$ cat src/rtl/tge_tx_snap_ctrl_pkg.sv
// Shared types and bit positions for the 10GbE TX snapshot capture sequencer.
package tge_snap_pkg;

  typedef enum logic [1:0] {
    IDLE    = 2'd0,
    ARMED   = 2'd1,
    CAPTURE = 2'd2,
    DONE    = 2'd3
  } snap_state_t;

  localparam int CTRL_ARM        = 0;
  localparam int CTRL_TRIG_MODE  = 1;
  localparam int CTRL_VALID_GATE = 2;

  localparam int ST_DONE = 31;
  localparam int ST_BUSY = 30;

endpackage

$ cat src/rtl/tge_tx_snap_ctrl_if.sv
// TX stream in and snapshot BRAM write port out, bundled for the capture sequencer.
interface tge_tx_snap_ctrl_if #(
  parameter int ADDR_W = 11,
  parameter int DATA_W = 64
);
  logic [DATA_W-1:0] tx_data;
  logic              tx_valid;
  logic              ext_trig;
  logic              bram_we;
  logic [ADDR_W-1:0] bram_addr;
  logic [DATA_W-1:0] bram_din;

  modport master (
    output tx_data, tx_valid, ext_trig,
    input  bram_we, bram_addr, bram_din
  );

  modport slave (
    input  tx_data, tx_valid, ext_trig,
    output bram_we, bram_addr, bram_din
  );
endinterface

$ cat src/rtl/tge_tx_snap_ctrl.sv
// Snapshot capture sequencer: arms on a ctrl[0] rising edge, triggers immediately or on
// ext_trig, writes a 2^ADDR_W word window into the snapshot BRAM and reports progress.
//
// state   | meaning
// IDLE    | after reset, waiting for first arm edge
// ARMED   | waiting for trigger; count is 0
// CAPTURE | writing one word per eligible cycle
// DONE    | window full, holds until next arm edge
module tge_tx_snap_ctrl
  import tge_snap_pkg::*;
#(
  parameter int ADDR_W = 11,
  parameter int DATA_W = 64
) (
  input  logic              user_clk,
  input  logic              user_rst,
  input  logic [31:0]       ctrl,
  tge_tx_snap_ctrl_if.slave snap,
  output logic [31:0]       snap_addr
);

  localparam int CNT_W = ADDR_W + 1;

  snap_state_t      state, state_nxt;
  logic [CNT_W-1:0] count, count_nxt;
  logic             arm_q;
  logic             primed;
  logic             arm;
  logic             eligible;
  logic             trig;
  logic             last;
  logic             we_nxt;
  logic [28:0]      ctrl_unused;

  assign ctrl_unused = ctrl[31:3];

  // primed stays low for the first cycle out of reset so a level already high is not an edge
  assign arm      = primed & ctrl[CTRL_ARM] & ~arm_q;
  assign eligible = ctrl[CTRL_VALID_GATE] ? snap.tx_valid : 1'b1;
  assign trig     = eligible & (~ctrl[CTRL_TRIG_MODE] | snap.ext_trig);
  assign last     = &count[ADDR_W-1:0];

  always_comb begin
    state_nxt = state;
    count_nxt = count;
    we_nxt    = 1'b0;
    if (arm) begin
      state_nxt = ARMED;
      count_nxt = '0;
    end else begin
      case (state)
        ARMED: begin
          if (trig) begin
            we_nxt    = 1'b1;
            count_nxt = count + CNT_W'(1);
            state_nxt = last ? DONE : CAPTURE;
          end
        end
        CAPTURE: begin
          if (eligible) begin
            we_nxt    = 1'b1;
            count_nxt = count + CNT_W'(1);
            state_nxt = last ? DONE : CAPTURE;
          end
        end
        default: ;
      endcase
    end
  end

  always_ff @(posedge user_clk or posedge user_rst) begin
    if (user_rst) begin
      state          <= IDLE;
      count          <= '0;
      arm_q          <= 1'b0;
      primed         <= 1'b0;
      snap.bram_we   <= 1'b0;
      snap.bram_addr <= '0;
      snap.bram_din  <= '0;
    end else begin
      state         <= state_nxt;
      count         <= count_nxt;
      arm_q         <= ctrl[CTRL_ARM];
      primed        <= 1'b1;
      snap.bram_we  <= we_nxt;
      snap.bram_din <= snap.tx_data;
      if (we_nxt) snap.bram_addr <= count[ADDR_W-1:0];
    end
  end

  always_comb begin
    snap_addr          = '0;
    snap_addr[ST_DONE] = (state == DONE);
    snap_addr[ST_BUSY] = (state == ARMED) || (state == CAPTURE);
    snap_addr[CNT_W-1:0] = count;
  end

endmodule

$ cat src/flat_wrapper.sv
// flat-port wrapper written by rule: the top's interface ports become plain ports
module tge_tx_snap_ctrl_flat import tge_snap_pkg::*;
#(
  parameter int ADDR_W = 11,
  parameter int DATA_W = 64
)
  (user_clk, user_rst, ctrl, snap_addr, snap_tx_data, snap_tx_valid, snap_ext_trig, snap_bram_we, snap_bram_addr, snap_bram_din);
  tge_tx_snap_ctrl_if #(.ADDR_W(ADDR_W), .DATA_W(DATA_W)) snap_i ();
  input  logic user_clk;
  input  logic user_rst;
  input  logic [31:0] ctrl;
  output logic [31:0] snap_addr;
  input wire logic [$bits(snap_i.tx_data)-1:0] snap_tx_data;
  input wire logic [$bits(snap_i.tx_valid)-1:0] snap_tx_valid;
  input wire logic [$bits(snap_i.ext_trig)-1:0] snap_ext_trig;
  output wire logic [$bits(snap_i.bram_we)-1:0] snap_bram_we;
  output wire logic [$bits(snap_i.bram_addr)-1:0] snap_bram_addr;
  output wire logic [$bits(snap_i.bram_din)-1:0] snap_bram_din;
  assign snap_i.tx_data = snap_tx_data;
  assign snap_i.tx_valid = snap_tx_valid;
  assign snap_i.ext_trig = snap_ext_trig;
  assign snap_bram_we = snap_i.bram_we;
  assign snap_bram_addr = snap_i.bram_addr;
  assign snap_bram_din = snap_i.bram_din;
  tge_tx_snap_ctrl #(.ADDR_W(ADDR_W), .DATA_W(DATA_W)) u_core (.user_clk(user_clk), .user_rst(user_rst), .ctrl(ctrl), .snap(snap_i), .snap_addr(snap_addr));
endmodule
$ cat config.mk
export PLATFORM = sky130hd
export DESIGN_NAME = tge_tx_snap_ctrl_flat
export DESIGN_NICKNAME = d
export VERILOG_FILES = /design/src/rtl/tge_tx_snap_ctrl_pkg.sv /design/src/rtl/tge_tx_snap_ctrl_if.sv /design/src/rtl/tge_tx_snap_ctrl.sv /design/src/flat_wrapper.sv
export SDC_FILE = /design/constraint.sdc
export NUM_CORES = 1
export LEC_CHECK = 0
export BUFFER_PORTS_ARGS = -buffer_cell sky130_fd_sc_hd__buf_4
export CORE_ASPECT_RATIO = 0.6
export CORE_MARGIN = 2
export CORE_UTILIZATION = 37
export CTS_CLUSTER_SIZE = 10
export DETAILED_ROUTE_END_ITERATION = 8
export PLACE_DENSITY = 0.75
export SYNTH_ARGS = -nofsm -noshare
export SYNTH_HDL_FRONTEND = slang
export SYNTH_SLANG_ARGS = --single-unit
$ cat constraint.sdc
create_clock -name user_clk -period 3.2 [get_ports user_clk]
set_input_delay 0.96 -clock user_clk [delete_from_list [all_inputs] [get_ports user_clk]]
set_output_delay 0.96 -clock user_clk [all_outputs]
set_load 0.01 [all_outputs]
Word level (Yosys, flattened, before mapping) --
Index checks and enable logic that the tools add are counted. Widths: inputs -> output; s select.
Word-level totals: flip-flop bits (word level) 92, output and inout port bits 108, logic and storage cells 37
Cells by class: add/subtract/negate cells 1, equal/unequal tests 5, muxes and demuxes 14, bitwise gates (word level) 6, reductions and logical operators 4
Operators by type and width (number):
- $mux 12 | 3
- $pmux 12 s2 | 1
- $add 12x1->12 const B | 1
- $reduce_and 11->1 | 1
- $mux 2 | 3
- $ne 3x1->1 const B | 2
- $mux 1 | 5
- $eq 2x2->1 const B | 2
- $pmux 2 s2 | 1
- $and 1x1->1 | 3
- $reduce_and 3->1 | 1
- $reduce_bool 3->1 | 1
- $eq 2x1->1 const B | 1
- $not 1->1 | 2
- $pmux 1 s2 | 1
- $logic_or 1x1->1 | 1
- $or 1x1->1 | 1

Depth between registers and ports, before layout --
Gate-level depths: netlist (run 1).
depth after elaboration 6, depth in mapped cells 6, mapped depth without buffers 5

Worst setup path after synthesis (run 1) --
OpenSTA, ideal clock, no wires.
kind input to register, start input snap_ext_trig, end register u_core.snap.bram_addr[2], library setup time 0.128 ns, arrival time 1.984 ns, data required time 3.072 ns, setup slack 1.089 ns, cell stages on the path 5, cells stage by stage nand2b_1 a21oi_1 nor4_2 buf_4 mux2_1
Between the ends: word-level cells in the longest chain between the ends 5
Ends and longest elaborated chain:
- from (decl) | line flat_wrapper.sv:15 | input wire logic [$bits(snap_i.ext_trig)-1:0] snap_ext_trig;
- $or 1x1->1 | line tge_tx_snap_ctrl.sv:40 | assign trig = eligible & (~ctrl[CTRL_TRIG_MODE] | snap.ext_trig);
- $and 1x1->1 | line tge_tx_snap_ctrl.sv:40
- $mux 1 | line tge_tx_snap_ctrl.sv:53 | if (trig) begin
- $pmux 1 s2 | line tge_tx_snap_ctrl.sv:51 | case (state)
- $mux 1 | line tge_tx_snap_ctrl.sv:47 | if (arm) begin
- net u_core.we_nxt | line tge_tx_snap_ctrl.sv:32 | logic we_nxt;
- to (signal assigned) | line tge_tx_snap_ctrl.sv:87 | if (we_nxt) snap.bram_addr <= count[ADDR_W-1:0];
- to (decl) | line tge_tx_snap_ctrl_if.sv:20 | output bram_we, bram_addr, bram_din
The timed path passes the listed nets, and every way through them passes these cells. A chain may end at the register's enable or synchronous reset.

Worst setup path in the final report (run 1) --
start register u_core.state[0], end output snap_addr[30]
Between the ends: word-level cells in the longest chain between the ends 2, elaborated cells on any way between the ends 3, those cells by class eq/ne (2); reduce/logical (1)
Ends and longest elaborated chain:
- from (decl) | line tge_tx_snap_ctrl.sv:24 | snap_state_t state, state_nxt;
- from (signal assigned) | line tge_tx_snap_ctrl.sv:81 | state <= state_nxt;
- $eq 2x1->1 or $eq 2x2->1 (tied branches) | line tge_tx_snap_ctrl.sv:94 | snap_addr[ST_BUSY] = (state == ARMED) || (state == CAPTURE);
- $logic_or 1x1->1 (*) | line tge_tx_snap_ctrl.sv:94
- to (decl) | line flat_wrapper.sv:12 | output logic [31:0] snap_addr;
Mark *: on every way between the ends. The rest lies on a longest branch, timed or not.

==> metrics.cfg, run 1 <==
[run_status]
status = completed

[place]
place.gp.congestion = 0.7571
pre_cts_ws_ps = 787.5
placement.io_buffers = 160
dp_hpwl_um = 5551
dp_cells = 474
placed_cell_area_mm2 = 0.004399

[critical_path]
crit_path_end_kind = primary output
path_common_cell = inv_1
r2r_setup_slack_ps = 1220
r2r-end = u_core.count[9]$_DFFE_PP0P_
r2r-start = u_core.state[0]$_DFFE_PP0P_
max_stage_delay_ps = 370
path_buf_inv = 3
cp.required_ps = 2240
cp.depth = 4
startpoint = u_core.state[0]$_DFFE_PP0P_
worstPathCellList = inv_1 -> ha_1 -> inv_1 -> buf_4
reg2reg_depth = 5
start_kind = flop
critPathMaxFanout = 4
crit_type = flop to primary output
crit_family = flip-flops
slowest_stage = dfrtp_1
cp-endpoint = snap_addr[30]
worstPathArrival_ps = 1330

[yosys]
ys_warn_count = 0
syn_area_per_cell_um2 = 14.96
ys_ff_latch = 92
synth.distinct_cells = 34
synth.top_cells.by_count = dfrtp_1, buf_4, nand2_1
postSynthCellCount = 207
synth_top_area_frac = 0.7434
netlist_area_mm2 = 0.003097
yosysTopAreaCell = dfrtp_1
synth_area_leaders = dfrtp_1, buf_4, mux2_1
synth_ff_type = dfrtp_1
synth_edf_count = 0
yosysSeqAreaShare = 0.7434
ys_async_sr_fraction = 1.000
yosysMostFrequentCell = dfrtp_1

[sta]
timing.final.crit_share = 0.7141
setup_tns_ps = 0
setup_viol = 0
finalHoldViolCount = 0
rsz0062_at_grt = false
drv_slew = 0
finalClockSkew_ps = 6.904
max_slew_margin = 0.5506
layout_setup_ws_ps = 914.9
worst_pin_slew_ps = 672.6
max_freq_ghz = 0.4376
period_minus_slack_ps = 2285

[drt]
drt_first_pass_iters = 4
drtIter0Drc = 99
vias = 2176
drcViolationCount = 0
routed_wl_um = 7279
wl_per_cell_um = 14.86
drtAntennaViolNets = 0
avgViaCountPerCell = 4.441

[clock_tree]
cts_resized = 0
cts_tree = done
postCtsHoldBufs = 0
clk_pin_slew_ps = 60
cts.sinks = 92
cts_made_buffers = 9
clk_path_buf_depth = 2
root_buffer = clkbuf_16
h-tree-depth = 3
cts_setup_buffers = 0
insertion_delay_ps = 330

[global_routing]
grtUsageMet1 = 0.1860
grt_use_total = 0.1651
grt_pass1_wl_um = 11070
use_met2 = 0.2669
grt_max_degree = 39
grt_pass1_vias = 2242
antenna_found_initial = 0
grt-ovfl-total = 0
grtUsageMet3 = 0.09697
grt_most_used_layer = met2

[floorplanning]
ioPinCount = 208
die_w_um = 122.1
dieArea_mm2 = 0.009141
die_y_um = 74.87
core_mm2 = 0.008008
rows = 25
start_util = 0.3867

[power_and_ir_drop]
seq_power_share = 0.457
comb_power_share = 0.169
intPower_w = 0.002212
power_leakage_nw = 2.401
clock_power_share = 0.374
ir_drop_uv = 377.3
switchingPower_w = 0.0007248
power_density_mw_per_mm2 = 622.0
p_sw_frac = 0.2468

[flow_run]
cap_viol_max_count = 0

[cells_and_area]
nFillCells = 670
nNetsFinal = 481
fin_cells = 490
design_area_mm2 = 0.004722
syn2layout_area_growth_pct = 52.48
drive_gt1_frac = 0.4895
antenna_cells = 0

[min_path]
hold_path.class = flop to flop

-- layout by cell type (no fill, tap or decap), drive strengths merged --
cell	instances
buf	164
nor4	2
nand2b	4
or2	1
o21a	2
nor2	6
a21o	1
a21oi	9
o211ai	1
nand4	5
nand3b	1
inv	4
clkbuf	13
nor2b	2
mux2i	4
conb	19
or4	6
and4	1
nand2	11
o31ai	5
ha	4
mux2	11
or3	1
a31oi	1
bufinv	1
a31o	1
clkinvlp	2
nand3	4
clkinv	1
o21ai	3
dfrtp	92
-- cell families (layout without fill, tap and decap cells) --
logic type,Yosys count,in the layout,share of synthesized area
AO/OA/AOI/OAI,23,23,0.04606
AND/OR/NAND/NOR,44,44,0.08243
adder cells (fa/ha/maj),4,4,0.01616
buffers and inverters,27,185,0.05657
flip-flops,92,92,0.7434
other,2,19,0.002425
multiplexers,15,15,0.05293
-- cell type report --
| type | count | area (um2) | area share |
|---|---|---|---|
| multi-input cells | 105 | 683.2 | 0.1447 |
| flip-flops and latches | 92 | 2302 | 0.4875 |
| repair buffers | 164 | 1256 | 0.2660 |
| clock buffers | 13 | 280.3 | 0.05935 |
| well taps | 108 | 135.1 | 0.02862 |
| clock inverters | 3 | 42.54 | 0.009009 |
| inverters | 5 | 22.52 | 0.004769 |
-- power groups by stage --
| stage | registers (W) | clock network [W] | logic (W) |
|---|---|---|---|
| floorplan | 0.00139 | 0 | 0.000197 |
| global placement | 0.00136 | 0 | 0.000494 |
| detailed placement | 0.00136 | 0 | 0.000503 |
| CTS | 0.00134 | 0.00113 | 0.000505 |
| global route | 0.00135 | 0.00119 | 0.000543 |
| finish | 0.00134 | 0.00110 | 0.000496 |
-- metal layers --
layer	routed length (um)	vias up
met1	2802	1053
li1	-	1011
met2	3449	102
met3	961	10
met4	65	0
met5	0	-
-- worst min path at each step --
| stage | from | to | slack [ps] | cells past startpoint |
|---|---|---|---|---|
| after global placement | u_core.snap.bram_addr[4]$_DFFE_PP0P_ | u_core.snap.bram_addr[4]$_DFFE_PP0P_ | 470 | 1 |
| final | u_core.snap.bram_addr[0]$_DFFE_PP0P_ | u_core.snap.bram_addr[0]$_DFFE_PP0P_ | 500 | 1 |
| after CTS | u_core.snap.bram_addr[6]$_DFFE_PP0P_ | u_core.snap.bram_addr[6]$_DFFE_PP0P_ | 500 | 1 |
| after floorplan | u_core.state[1]$_DFFE_PP0P_ | u_core.state[1]$_DFFE_PP0P_ | 510 | 1 |
| after detailed placement | u_core.snap.bram_addr[7]$_DFFE_PP0P_ | u_core.snap.bram_addr[7]$_DFFE_PP0P_ | 480 | 1 |
| after global routing | u_core.snap.bram_addr[6]$_DFFE_PP0P_ | u_core.snap.bram_addr[6]$_DFFE_PP0P_ | 520 | 1 |
-- state kept, by name, indices dropped and copies added, names as in the netlist --
register and cells:
u_core.count 12, u_core.snap.bram_we 1, u_core.primed 1, u_core.state 2, u_core.snap.bram_addr 11, u_core.snap.bram_din 64, u_core.arm_q 1
-- per-stage QoR --
step / hold slack (ps) / total power [W] / utilization
final: 495.2 / 0.002937 / 0.5897
after global routing: 515.5 / 0.003090 / 0.5897
after CTS: 500.6 / 0.002979 / 0.5897
after detailed placement: 482.8 / 0.001865 / 0.5494
after global placement: 470.0 / 0.001849 / 0.5494
after floorplan: 514.5 / 0.001589 / -
No activity file was read; power rests on OpenSTA's default activity.
==> run 2: changes to the inputs <==
CORE_UTILIZATION = 41   (was 37)
PLACE_DENSITY = 0.79   (was 0.75)
clock period = 2.2 ns   (was 3.2 ns; I/O delays follow)
==> metrics.cfg, run 2 (same netlist as run 1, synthesis figures left out) <==
[run_status]
status = completed

[power_and_ir_drop]
seq_power_share = 0.458  ; about the same
power_density_mw_per_mm2 = 899.8  ; +45%
clock_power_share = 0.372  ; -0.002
ir_drop_uv = 684.3  ; +81%
power_leakage_nw = 2.415  ; +0.55%
intPower_w = 0.003127  ; +41%
switchingPower_w = 0.001124  ; +55%
p_sw_frac = 0.2643  ; +0.01754
comb_power_share = 0.170  ; about the same

[clock_tree]
cts_tree = done
clk_path_buf_depth = 2  ; unchanged
cts_resized = 0  ; unchanged
root_buffer = clkbuf_16
cts.sinks = 92  ; unchanged
clk_pin_slew_ps = 70  ; about the same
h-tree-depth = 3  ; unchanged
cts_setup_buffers = 0  ; unchanged
postCtsHoldBufs = 0  ; unchanged
cts_made_buffers = 9  ; unchanged
insertion_delay_ps = 330  ; about the same

[sta]
timing.final.crit_share = 0.9065
finalClockSkew_ps = 2.290  ; -4.614 ps
rsz0062_at_grt = false
drv_slew = 0  ; unchanged
layout_setup_ws_ps = 205.8  ; -709.1 ps
period_minus_slack_ps = 1994
setup_tns_ps = 0  ; unchanged
max_freq_ghz = 0.5014
setup_viol = 0  ; unchanged
finalHoldViolCount = 0  ; unchanged

[cells_and_area]
nNetsFinal = 485  ; +0.83%
antenna_cells = 0  ; unchanged
syn2layout_area_growth_pct = 52.57  ; about the same
final_cell_mix = buf_4, dfrtp_1, conb_1
design_area_mm2 = 0.004725  ; about the same
top_register = u_core.snap.bram_din
drive_gt1_frac = 0.4948  ; +0.005290
top_regs = u_core.snap.bram_din (64), u_core.count (12), u_core.snap.bram_addr (11)
mostFrequentLayoutCell = buf_4
largest_reg_flops = 64  ; unchanged

[drt]
vias = 2212  ; +1.7%
drt_first_pass_iters = 4  ; unchanged
drcViolationCount = 0  ; unchanged
avgViaCountPerCell = 4.514  ; +1.7%
drtAntennaViolNets = 0  ; unchanged
wl_per_cell_um = 14.28  ; -3.9%
drtIter0Drc = 106  ; +7.1%
routed_wl_um = 6997  ; -3.9%

[place]
pre_cts_ws_ps = 137.4  ; -650.1 ps
placement.io_buffers = 160  ; unchanged
dp_hpwl_um = 5361  ; -3.4%
placed_cell_area_mm2 = 0.004412  ; +0.28%
place.gp.congestion = 0.7979  ; +5.4%

[critical_path]
crit_type = flop to primary output
start_kind = flop
reg2reg_depth = 5  ; unchanged
cp.required_ps = 1540  ; -700 ps
r2r-start = u_core.state[0]$_DFFE_PP0P_
crit_path_end_kind = primary output
critPathMaxFanout = 4  ; unchanged
worstPathArrival_ps = 1330  ; about the same
startpoint = u_core.state[0]$_DFFE_PP0P_

[floorplanning]
core_mm2 = 0.007297  ; -8.9%
ioPinCount = 208  ; unchanged
die_y_um = 71.32  ; -4.7%
dieArea_mm2 = 0.008287  ; -9.3%
start_util = 0.4244  ; +0.03766
rows = 24  ; -4.0%
die_w_um = 116.2  ; -4.8%

[global_routing]
antenna_found_initial = 0  ; unchanged
grt_use_total = 0.1766  ; +0.01150
grt-ovfl-total = 0  ; unchanged
grt_max_degree = 58  ; +49%
grt_pass1_wl_um = 10870  ; -1.8%
grt_pass1_vias = 2230  ; -0.54%

[flow_run]
cap_viol_max_count = 0  ; unchanged

[min_path]
hold_path.class = input port to async pin

run 2: changes by cell type in the layout (fill, tap and decap cells not counted):
| cell | change |
|---|---|
| clkinv_2 | -1 |
| buf_4 | +5 |
| buf_12 | -1 |
| clkinvlp_4 | -1 |
| clkbuf_8 | -4 |
| inv_8 | +2 |
| inv_6 | +4 |
run 2: layout make-up:
| type | instances | area [um2] |
|---|---|---|
| Fill cell | 584 | 2572 |
| Sequential cell | 92 | 2302 |
| Timing Repair Buffer | 168 | 1274 |
| Multi-Input combinational cell | 105 | 683.2 |
| Clock buffer | 9 | 225.2 |
| Tap cell | 104 | 130.1 |
| Clock inverter | 7 | 87.58 |
| Inverter | 5 | 22.52 |
run 2: worst paths after layout:
check / endpoint / slack [ps]
max in group asynchronous: u_core.snap.bram_din[58]$_DFF_PP0_ / 1430
max: snap_addr[30] / 210
min reg2reg: u_core.snap.bram_addr[0]$_DFFE_PP0P_ / 490
min: u_core.snap.bram_din[50]$_DFF_PP0_ / 400
max reg2reg: u_core.count[8]$_DFFE_PP0P_ / 240
min in group user_clk: u_core.snap.bram_din[62]$_DFF_PP0_ / 420
run 2: layer usage:
layer  vias up  share of wire  track usage
met3         8           0.11      0.09306
li1       1019              -            -
met1      1079           0.40       0.2145
met2       106           0.48       0.2729
met5         -              0            0
met4         0          0.012      0.06217
run 2: critical path: stages, from the launching register on:
cell	delay (ps)
dfrtp_1	380
inv_1	70
ha_1	340
inv_1	60
buf_4	140
run 2: per-stage QoR:
step           hold slack [ps]  cells    util  total power [W]
2_1_floorplan            514.5    224       -         0.002312
3_3_place_gp             469.2    474  0.6046         0.002683
3_5_place_dp             480.0    474  0.6046         0.002711
4_1_cts                  412.3    490  0.6475         0.004315
5_1_grt                  403.5    490  0.6475         0.004467
6_report                 404.3    490  0.6475         0.004251
run 2: power groups by stage:
stage / sequential [W] / clock [W] / combinational [W]
4_1_cts: 0.00195 / 0.00163 / 0.000735
2_1_floorplan: 0.00202 / 0 / 0.000287
5_1_grt: 0.00197 / 0.00170 / 0.000799
3_5_place_dp: 0.00198 / 0 / 0.000732
3_3_place_gp: 0.00197 / 0 / 0.000714
6_report: 0.00195 / 0.00158 / 0.000723
==> run 3: changes to the inputs <==
CORE_MARGIN = 4   (was 2)
==> metrics.cfg, run 3 (same netlist as run 1, synthesis figures left out) <==
[place]
place.gp.congestion = 0.8102  ; +1.5%
placed_cell_area_mm2 = 0.004389  ; -0.51%
dp_hpwl_um = 5828  ; +8.7%
dp_cells = 471  ; -0.63%
placement.io_buffers = 160  ; unchanged

[min_path]
hold_path.class = input port to async pin

[floorplanning]
rows = 24  ; unchanged
dieArea_mm2 = 0.009053  ; +9.2%
die_w_um = 120.2  ; +3.4%
die_y_um = 75.32  ; +5.6%
core_mm2 = 0.007297  ; unchanged
ioPinCount = 208  ; unchanged
start_util = 0.4244  ; unchanged

[drt]
drtIter0Drc = 103  ; -2.8%
avgViaCountPerCell = 4.425  ; -2.0%
vias = 2155  ; -2.6%
wl_per_cell_um = 15.37  ; +7.6%
routed_wl_um = 7485  ; +7.0%
drtAntennaViolNets = 0  ; unchanged
drt_first_pass_iters = 4  ; unchanged
drcViolationCount = 0  ; unchanged

[global_routing]
antenna_found_initial = 0  ; unchanged
grt_use_total = 0.1706  ; -0.006044
grt_pass1_wl_um = 11330  ; +4.2%
grt_max_degree = 62  ; +6.9%
grt_pass1_vias = 2245  ; +0.67%
grt-ovfl-total = 0  ; unchanged

[cells_and_area]
mostFrequentLayoutCell = buf_4
top_regs = u_core.snap.bram_din (64), u_core.count (12), u_core.snap.bram_addr (11)
drive_gt1_frac = 0.4909  ; -0.003957
largest_reg_flops = 64  ; unchanged
top_register = u_core.snap.bram_din
final_cell_mix = buf_4, dfrtp_1, conb_1
syn2layout_area_growth_pct = 50.99
nNetsFinal = 482  ; -0.62%
fin_cells = 487  ; -0.61%
design_area_mm2 = 0.004676  ; -1.0%
antenna_cells = 0  ; unchanged

[critical_path]
start_kind = flop
path_common_cell = inv_1
crit_type = flop to primary output
cp.required_ps = 1540  ; about the same
critPathMaxFanout = 4  ; unchanged
worstPathArrival_ps = 1320  ; about the same
max_stage_delay_ps = 380  ; about the same
worstPathCellList = inv_1 -> ha_1 -> inv_1 -> buf_4
reg2reg_depth = 5  ; unchanged
crit_path_end_kind = primary output
r2r_setup_slack_ps = 240  ; about the same
slowest_stage = dfrtp_1

[sta]
max_slew_margin = 0.6656
setup_viol = 0  ; unchanged
setup_tns_ps = 0  ; unchanged
max_freq_ghz = 0.5044  ; +0.59%
finalClockSkew_ps = 5.199  ; +2.910 ps
finalHoldViolCount = 0  ; unchanged
timing.final.crit_share = 0.9011  ; -0.005344
worst_pin_slew_ps = 501.7
rsz0062_at_grt = false
drv_slew = 0  ; unchanged
period_minus_slack_ps = 1982  ; -11.76 ps

[clock_tree]
root_buffer = clkbuf_16
clk_path_buf_depth = 2  ; unchanged
insertion_delay_ps = 330  ; about the same
cts_made_buffers = 9  ; unchanged
cts_tree = done
cts_setup_buffers = 0  ; unchanged
clk_pin_slew_ps = 60  ; about the same
postCtsHoldBufs = 0  ; unchanged
cts.sinks = 92  ; unchanged
h-tree-depth = 3  ; unchanged
cts_resized = 0  ; unchanged

[power_and_ir_drop]
power_density_mw_per_mm2 = 879.3  ; -2.3%
power_leakage_nw = 2.384  ; -1.3%
ir_drop_uv = 584.2  ; -15%

[flow_run]
cap_viol_max_count = 0  ; unchanged

[run_status]
status = completed

-- run 3: routing by layer --
metal,GRT usage,part of all wire,up-vias
met2,0.2680,0.47,112
met3,0.1172,0.14,9
met1,0.1846,0.38,1022
met4,0.06853,0.013,0
li1,-,-,1012
met5,0,0,-
-- run 3: final timing paths --
kind / from / endpoint
worst min register to register: u_core.snap.bram_addr[1]$_DFFE_PP0P_ / u_core.snap.bram_addr[1]$_DFFE_PP0P_
max in group asynchronous: user_rst / u_core.snap.bram_din[50]$_DFF_PP0_
worst max register to register: u_core.state[0]$_DFFE_PP0P_ / u_core.count[9]$_DFFE_PP0P_
worst min-delay path: user_rst / u_core.snap.bram_din[44]$_DFF_PP0_
min in group user_clk: snap_tx_data[32] / u_core.snap.bram_din[32]$_DFF_PP0_
worst max-delay path: u_core.state[0]$_DFFE_PP0P_ / snap_addr[30]
-- run 3: layout make-up --
class                   instances  area (um2)
flip-flops and latches         92        2302
fillers                       561        2621
inverters                       5       22.52
clock buffers                  10       239.0
well taps                     104       130.1
clock inverters                 6       47.55
repair buffers                165        1251
multi-input cells             105       683.2
-- run 3: metrics by stage --
stage | total power, W | util | setup WS (ps) | hold slack, ps
floorplan | 0.002312 | - | 388.8 | 514.5
global placement | 0.002687 | 0.6015 | 131.5 | 470.4
detailed placement | 0.002714 | 0.6015 | 111.6 | 477.3
CTS | 0.004171 | 0.6408 | 203.4 | 412.3
global route | 0.004332 | 0.6408 | 133.6 | 404.1
finish | 0.004111 | 0.6408 | 217.5 | 417.2
-- run 3: critical path: cells and delay by family, from the launching register on --
| kind | cells | cell delay [ps] |
|---|---|---|
| flip-flops | 1 | 380 |
| adder cells (fa/ha/maj) | 1 | 350 |
| buffers and inverters | 3 | 260 |
-- run 3: where the power goes --
part           switching, W  internal [W]
Clock              0.000634      0.000806
Combinational      0.000346      0.000378
Sequential         0.000111       0.00184
Total               0.00109       0.00302
